[src/rtl/armleocpu_ptw_sequencer_if.sv]
// Bundle of the walker's request/response and memory-read signals.
// The slave modport is the walker's view; master is the cache/memory side.
interface armleocpu_ptw_sequencer_if;
    logic        satp_mode;
    logic [21:0] satp_ppn;
    logic        resolve_request;
    logic [19:0] resolve_virtual_address;
    logic        resolve_ack;
    logic        resolve_done;
    logic        resolve_pagefault;
    logic        resolve_accessfault;
    logic [21:0] resolve_physical_address;
    logic [7:0]  resolve_metadata;
    logic        mem_valid;
    logic        mem_ready;
    logic [33:0] mem_address;
    logic        mem_rvalid;
    logic [1:0]  mem_rresp;
    logic [31:0] mem_rdata;

    modport master (
        output satp_mode, satp_ppn, resolve_request, resolve_virtual_address,
        output mem_ready, mem_rvalid, mem_rresp, mem_rdata,
        input  resolve_ack, resolve_done, resolve_pagefault, resolve_accessfault,
        input  resolve_physical_address, resolve_metadata, mem_valid, mem_address
    );

    modport slave (
        input  satp_mode, satp_ppn, resolve_request, resolve_virtual_address,
        input  mem_ready, mem_rvalid, mem_rresp, mem_rdata,
        output resolve_ack, resolve_done, resolve_pagefault, resolve_accessfault,
        output resolve_physical_address, resolve_metadata, mem_valid, mem_address
    );
endinterface

[src/rtl/armleocpu_ptw_sequencer.sv]
// Sv32 two-level page-table walker for the TLB-miss path. Single outstanding
// PTE read; only structural PTE checks are made here.
module armleocpu_ptw_sequencer (
    input  logic clk,
    input  logic rst,
    armleocpu_ptw_sequencer_if.slave bus
);

    typedef enum logic [1:0] {
        IDLE  = 2'd0,
        ISSUE = 2'd1,
        WAIT  = 2'd2,
        DONE  = 2'd3
    } state_t;

    state_t      state_r, state_s;
    logic        level_r, level_s;
    logic [21:0] base_r, base_s;
    logic [19:0] vpn_r, vpn_s;
    logic        pagefault_r, pagefault_s;
    logic        accessfault_r, accessfault_s;
    logic [21:0] ppn_r, ppn_s;
    logic [7:0]  metadata_r, metadata_s;
    logic        ack_s;

    logic [31:0] pte_s;
    logic        pte_v_s, pte_r_s, pte_w_s, pte_x_s;
    logic        unused_rsw_s;

    assign pte_s        = bus.mem_rdata;
    assign pte_v_s      = pte_s[0];
    assign pte_r_s      = pte_s[1];
    assign pte_w_s      = pte_s[2];
    assign pte_x_s      = pte_s[3];
    assign unused_rsw_s = ^pte_s[9:8];

    // Next-state and walk decisions; PTE is evaluated in the cycle rvalid arrives
    always_comb begin
        state_s       = state_r;
        level_s       = level_r;
        base_s        = base_r;
        vpn_s         = vpn_r;
        pagefault_s   = pagefault_r;
        accessfault_s = accessfault_r;
        ppn_s         = ppn_r;
        metadata_s    = metadata_r;
        ack_s         = 1'b0;
        case (state_r)
            IDLE: begin
                if (bus.resolve_request) begin
                    ack_s         = 1'b1;
                    vpn_s         = bus.resolve_virtual_address;
                    base_s        = bus.satp_ppn;
                    level_s       = 1'b1;
                    pagefault_s   = 1'b0;
                    accessfault_s = 1'b0;
                    if (bus.satp_mode) begin
                        ppn_s      = 22'd0;
                        metadata_s = 8'd0;
                        state_s    = ISSUE;
                    end else begin
                        // Bare mode: identity map with full access tag
                        ppn_s      = {2'b00, bus.resolve_virtual_address};
                        metadata_s = 8'b1101_1111;
                        state_s    = DONE;
                    end
                end else begin
                    state_s = IDLE;
                end
            end
            ISSUE: begin
                if (bus.mem_ready) begin
                    state_s = WAIT;
                end else begin
                    state_s = ISSUE;
                end
            end
            WAIT: begin
                if (bus.mem_rvalid) begin
                    if (bus.mem_rresp != 2'd0) begin
                        accessfault_s = 1'b1;
                        state_s       = DONE;
                    end else if (!pte_v_s || (!pte_r_s && pte_w_s)) begin
                        pagefault_s = 1'b1;
                        state_s     = DONE;
                    end else if (pte_r_s || pte_x_s) begin
                        if (level_r && (pte_s[19:10] != 10'd0)) begin
                            pagefault_s = 1'b1;
                        end else begin
                            ppn_s      = level_r ? {pte_s[31:20], vpn_r[9:0]} : pte_s[31:10];
                            metadata_s = pte_s[7:0];
                        end
                        state_s = DONE;
                    end else if (!level_r) begin
                        pagefault_s = 1'b1;
                        state_s     = DONE;
                    end else begin
                        base_s  = pte_s[31:10];
                        level_s = 1'b0;
                        state_s = ISSUE;
                    end
                end else begin
                    state_s = WAIT;
                end
            end
            DONE: begin
                state_s = IDLE;
            end
            default: begin
                state_s = IDLE;
            end
        endcase
    end

    // State and result registers
    always_ff @(posedge clk or posedge rst) begin
        if (rst) begin
            state_r       <= IDLE;
            level_r       <= 1'b0;
            base_r        <= 22'd0;
            vpn_r         <= 20'd0;
            pagefault_r   <= 1'b0;
            accessfault_r <= 1'b0;
            ppn_r         <= 22'd0;
            metadata_r    <= 8'd0;
        end else begin
            state_r       <= state_s;
            level_r       <= level_s;
            base_r        <= base_s;
            vpn_r         <= vpn_s;
            pagefault_r   <= pagefault_s;
            accessfault_r <= accessfault_s;
            ppn_r         <= ppn_s;
            metadata_r    <= metadata_s;
        end
    end

    // Outputs decode from registered state so reset clears them at once
    assign bus.resolve_ack              = ack_s && !rst;
    assign bus.resolve_done             = (state_r == DONE);
    assign bus.resolve_pagefault        = pagefault_r;
    assign bus.resolve_accessfault      = accessfault_r;
    assign bus.resolve_physical_address = ppn_r;
    assign bus.resolve_metadata         = metadata_r;
    assign bus.mem_valid                = (state_r == ISSUE);
    assign bus.mem_address              = {base_r, (level_r ? vpn_r[19:10] : vpn_r[9:0]), 2'b00};

endmodule

[src/flat_wrapper.sv]
// flat-port wrapper written by rule: the top's interface ports become plain ports
module armleocpu_ptw_sequencer_flat 
  (clk, rst, bus_satp_mode, bus_satp_ppn, bus_resolve_request, bus_resolve_virtual_address, bus_mem_ready, bus_mem_rvalid, bus_mem_rresp, bus_mem_rdata, bus_resolve_ack, bus_resolve_done, bus_resolve_pagefault, bus_resolve_accessfault, bus_resolve_physical_address, bus_resolve_metadata, bus_mem_valid, bus_mem_address);
  armleocpu_ptw_sequencer_if bus_i ();
  input  logic clk;
  input  logic rst;
  input wire logic [$bits(bus_i.satp_mode)-1:0] bus_satp_mode;
  input wire logic [$bits(bus_i.satp_ppn)-1:0] bus_satp_ppn;
  input wire logic [$bits(bus_i.resolve_request)-1:0] bus_resolve_request;
  input wire logic [$bits(bus_i.resolve_virtual_address)-1:0] bus_resolve_virtual_address;
  input wire logic [$bits(bus_i.mem_ready)-1:0] bus_mem_ready;
  input wire logic [$bits(bus_i.mem_rvalid)-1:0] bus_mem_rvalid;
  input wire logic [$bits(bus_i.mem_rresp)-1:0] bus_mem_rresp;
  input wire logic [$bits(bus_i.mem_rdata)-1:0] bus_mem_rdata;
  output wire logic [$bits(bus_i.resolve_ack)-1:0] bus_resolve_ack;
  output wire logic [$bits(bus_i.resolve_done)-1:0] bus_resolve_done;
  output wire logic [$bits(bus_i.resolve_pagefault)-1:0] bus_resolve_pagefault;
  output wire logic [$bits(bus_i.resolve_accessfault)-1:0] bus_resolve_accessfault;
  output wire logic [$bits(bus_i.resolve_physical_address)-1:0] bus_resolve_physical_address;
  output wire logic [$bits(bus_i.resolve_metadata)-1:0] bus_resolve_metadata;
  output wire logic [$bits(bus_i.mem_valid)-1:0] bus_mem_valid;
  output wire logic [$bits(bus_i.mem_address)-1:0] bus_mem_address;
  assign bus_i.satp_mode = bus_satp_mode;
  assign bus_i.satp_ppn = bus_satp_ppn;
  assign bus_i.resolve_request = bus_resolve_request;
  assign bus_i.resolve_virtual_address = bus_resolve_virtual_address;
  assign bus_i.mem_ready = bus_mem_ready;
  assign bus_i.mem_rvalid = bus_mem_rvalid;
  assign bus_i.mem_rresp = bus_mem_rresp;
  assign bus_i.mem_rdata = bus_mem_rdata;
  assign bus_resolve_ack = bus_i.resolve_ack;
  assign bus_resolve_done = bus_i.resolve_done;
  assign bus_resolve_pagefault = bus_i.resolve_pagefault;
  assign bus_resolve_accessfault = bus_i.resolve_accessfault;
  assign bus_resolve_physical_address = bus_i.resolve_physical_address;
  assign bus_resolve_metadata = bus_i.resolve_metadata;
  assign bus_mem_valid = bus_i.mem_valid;
  assign bus_mem_address = bus_i.mem_address;
  armleocpu_ptw_sequencer u_core (.clk(clk), .rst(rst), .bus(bus_i));
endmodule
[config.mk]
export PLATFORM = sky130hd
export DESIGN_NAME = armleocpu_ptw_sequencer_flat
export DESIGN_NICKNAME = d
export VERILOG_FILES = /design/src/rtl/armleocpu_ptw_sequencer_if.sv /design/src/rtl/armleocpu_ptw_sequencer.sv /design/src/flat_wrapper.sv
export SDC_FILE = /design/constraint.sdc
export NUM_CORES = 1
export LEC_CHECK = 0
export ABC_AREA = 1
export CAP_MARGIN = 20
export CORE_MARGIN = 2
export CORE_UTILIZATION = 40
export DETAILED_ROUTE_END_ITERATION = 10
export PLACE_DENSITY = 0.74
export SLEW_MARGIN = 15
export SYNTH_ARGS = -nofsm -noshare
export SYNTH_HDL_FRONTEND = slang
export SYNTH_SLANG_ARGS = --single-unit
[constraint.sdc]
create_clock -name clk -period 4.15 [get_ports clk]
set_input_delay 1.0375 -clock clk [delete_from_list [all_inputs] [get_ports clk]]
set_output_delay 1.0375 -clock clk [all_outputs]
set_load 0.01 [all_outputs]
==> key figures <==
STA
  – Final setup viols: 0
  – Slew @ Worst Pin: around 900 ps
  – Final Cycle Share: 0.785
  – Slew Viols, Final: 0
  – Final Hold Slack: about 480 ps
  – Worst Skew: around 8.4 ps
  – Worst rel slew slack: 0.403
  – Crit path time final: ~3300 ps
  – Hold Vio Cnt, Final: 0
  – Fin Setup TNS: 0 ps
  – Max Fclk: between 300 and 400 MHz
  – Setup repair after global routing missed its margin: no

Power and ir drop
  – Cell leakage power: 0.00276 µW
  – VDD IR max: just under 0.0004 V
  – Power Density: about 700 nW/µm²

Setup path
  – Slowest cell on crit path: clkdlybuf4s50_1
  – Max stage delay on crit path: between 500 and 600 ps
  – CP cell instances: clkdlybuf4s50_1 -> nand2_2 -> nor2_1 -> clkdlybuf4s50_1
  – CP most frequent cell: clkdlybuf4s50_1
  – Worst r2r path cells: 9
  – Worst EP required: 3110 ps
  – Worst Setup End Kind: primary output
  – CP Launch Type: input pin
  – Crit-path max FO: 2
  – WP data arrival: roughly 2200 ps
  – WS Path Type: input pin to primary output

Synthesis
  – Async SR Flop Fraction: 1.00
  – Yosys warning count: 0
  – Seq/Total Area, Yosys: 0.480
  – Syn Area/Cell: roughly 7.6 µm²
  – Syn Inst Count: roughly 530
  – Top_reg_cell synth: dfrtp_1
  – EDFF count, synth: 0
  – Synth area leader: dfrtp_1
  – Top-count cell post-synth: nand2_1
  – Synthesized cell area: approximately 4000 µm²
  – Post-synth top area share: 0.480
  – Synth unique cells: 27
  – Most area-consuming cells after synthesis: dfrtp_1, nand2_1, o21ai_0
  – FF+latch count, synth: 77
  – Synth top cells by count: nand2_1, dfrtp_1, inv_1, o21ai_0, o21ai_1

Die
  – DIE AREA: about 11000 µm²
  – Initial Util: 0.411
  – Die X: 104 µm
  – Core area: slightly below 10000 µm²
  – Standard-cell rows: 36
  – Num ports: about 150
  – Die span in y: about 100 µm

Drt
  – Drt pass-1 iters: 4
  – Vias: 3911
  – Initial DRC count: 200
  – Routed vias/inst: 4.92
  – Total wire length: 11900 µm
  – Residual DRC count: 0
  – WL per Instance: 14.9 µm
  – Routed Antenna Nets: 0

Global routing
  – Vias in the first global route: 3908
  – Largest net degree at the start of global routing: 48
  – Congestion Overflow GR: 0
  – Initial antenna violation count: 0
  – GRT Total Usage: 0.223
  – First-pass GRT wire length: about 19000 µm

CTS
  – CTS Hold Bufs: 0
  – Reg clk slew, reported paths: 70 ps
  – # H-tree levels: 3
  – # Post-CTS Setup Buffers: 0
  – Post-cts resize count: 0
  – Clk buf depth: 2
  – CTS tree: yes
  – Clock latency at the later pin of the worst-skew pair: approximately 340 ps
  – Sink Count: 77
  – Inserted Clock Buffers: 9
  – Clock root buffer: clkbuf_8

Cells and area
  – Multi-input gate area: approximately 1600 µm²
  – Register area: between 1500 and 2000 µm²
  – Fraction of layout cells with a size suffix above 1: 0.0619
  – P&R area growth vs syn: 41.4%
  – Nets@finish: between 700 and 800
  – Util after Layout: 0.581
  – Fill count: a little over 900
  – ANT cells: 0

Place
  – # port buffers: between 100 and 150
  – DP Wirelength: 8640 µm
  – GPL Wtd Cong: approximately 0.85

Job
  – Number of max-cap violations: 0

Outcome
  – Status: finished, final reports clean

Min path
  – Cells on Worst Hold Path: 2
  – Hold Crit Class: register to register
## per-layer routing
layer	part of all wire	track usage
met1	0.44	0.290
met2	0.48	0.369
met5	0	0
met4	0.026	0.0927
met3	0.053	0.0388
## sequential cells by signal, indices dropped and copies added, names as in the netlist
name / cells
u_core.vpn_r: 20
u_core.bus.resolve_physical_address: 22
u_core.bus.resolve_metadata: 8
u_core.bus.resolve_accessfault: 1
u_core.base_r: 22
u_core.level_r: 1
u_core.state_r: 2
u_core.bus.resolve_pagefault: 1
## layout make-up
cell class,instances,area share
flip-flops and latches,77,0.339
multi-input cells,349,0.287
repair buffers,153,0.267
inverters,67,0.0445
clock buffers,16,0.0335
well taps,133,0.0293
## placed cells by master, fill, tap and decap left out, types with 2 or more instances in the layout
| cell | instances |
|---|---|
| dfrtp_1 | 77 |
| inv_1 | 64 |
| nor2_2 | 2 |
| o21ai_0 | 53 |
| conb_1 | 2 |
| o31ai_1 | 2 |
| buf_4 | 7 |
| nand2_1 | 167 |
| nand3_1 | 33 |
| clkbuf_8 | 13 |
| clkdlybuf4s50_1 | 146 |
| o211ai_1 | 10 |
| nand3b_1 | 3 |
| clkbuf_1 | 3 |
| nand2_2 | 2 |
| or2_2 | 10 |
| o22ai_1 | 10 |
| nor2_1 | 14 |
| inv_2 | 2 |
| o21ai_1 | 35 |
## metrics by stage
stage / cell area [µm²] / setup WS (ps) / power (µW) / instances
global route: 5680 / 744 / 4280 / 795
CTS: 5680 / 890 / 3980 / 795
detailed placement: 5490 / 902 / 3430 / 779
floorplan: 4020 / 1150 / 2550 / 527
finish: 5680 / 892 / 3960 / 795
global placement: 5490 / 891 / 3370 / 779
## cell families after synthesis
| logic type | count (synthesis) | synth area share |
|---|---|---|
| AND/OR/NAND/NOR | 235 | 0.252 |
| AO/OA/AOI/OAI | 112 | 0.152 |
| buffers and inverters | 101 | 0.115 |
| flip-flops | 77 | 0.480 |
| other | 1 | 0.000934 |
## path summary, 6_finish.rpt
check                                                           to  slack, ps                            from
hold reg to reg                     u_core.bus.resolve_metadata[7]        480  u_core.bus.resolve_metadata[7]
min in group asynchronous                        u_core.state_r[1]       1030                             rst
max in group asynchronous                        u_core.base_r[18]       2340                             rst
setup / recovery                                   bus_resolve_ack        890             bus_resolve_request
setup reg to reg           u_core.bus.resolve_physical_address[12]       1540               u_core.state_r[1]
hold / removal                      u_core.bus.resolve_metadata[7]        480  u_core.bus.resolve_metadata[7]
## worst max-delay path, delay by kind of cell
family / cells / cell delay, ps
buf+inv: 2 / 1030
simple gates: 2 / 140
## power by group
group | switching [µW] | internal, µW
logic | 1140 | 962
clock network | 267 | 285
registers | 225 | 1080
total | 1630 | 2330
(Power assumes the default switching activity.)
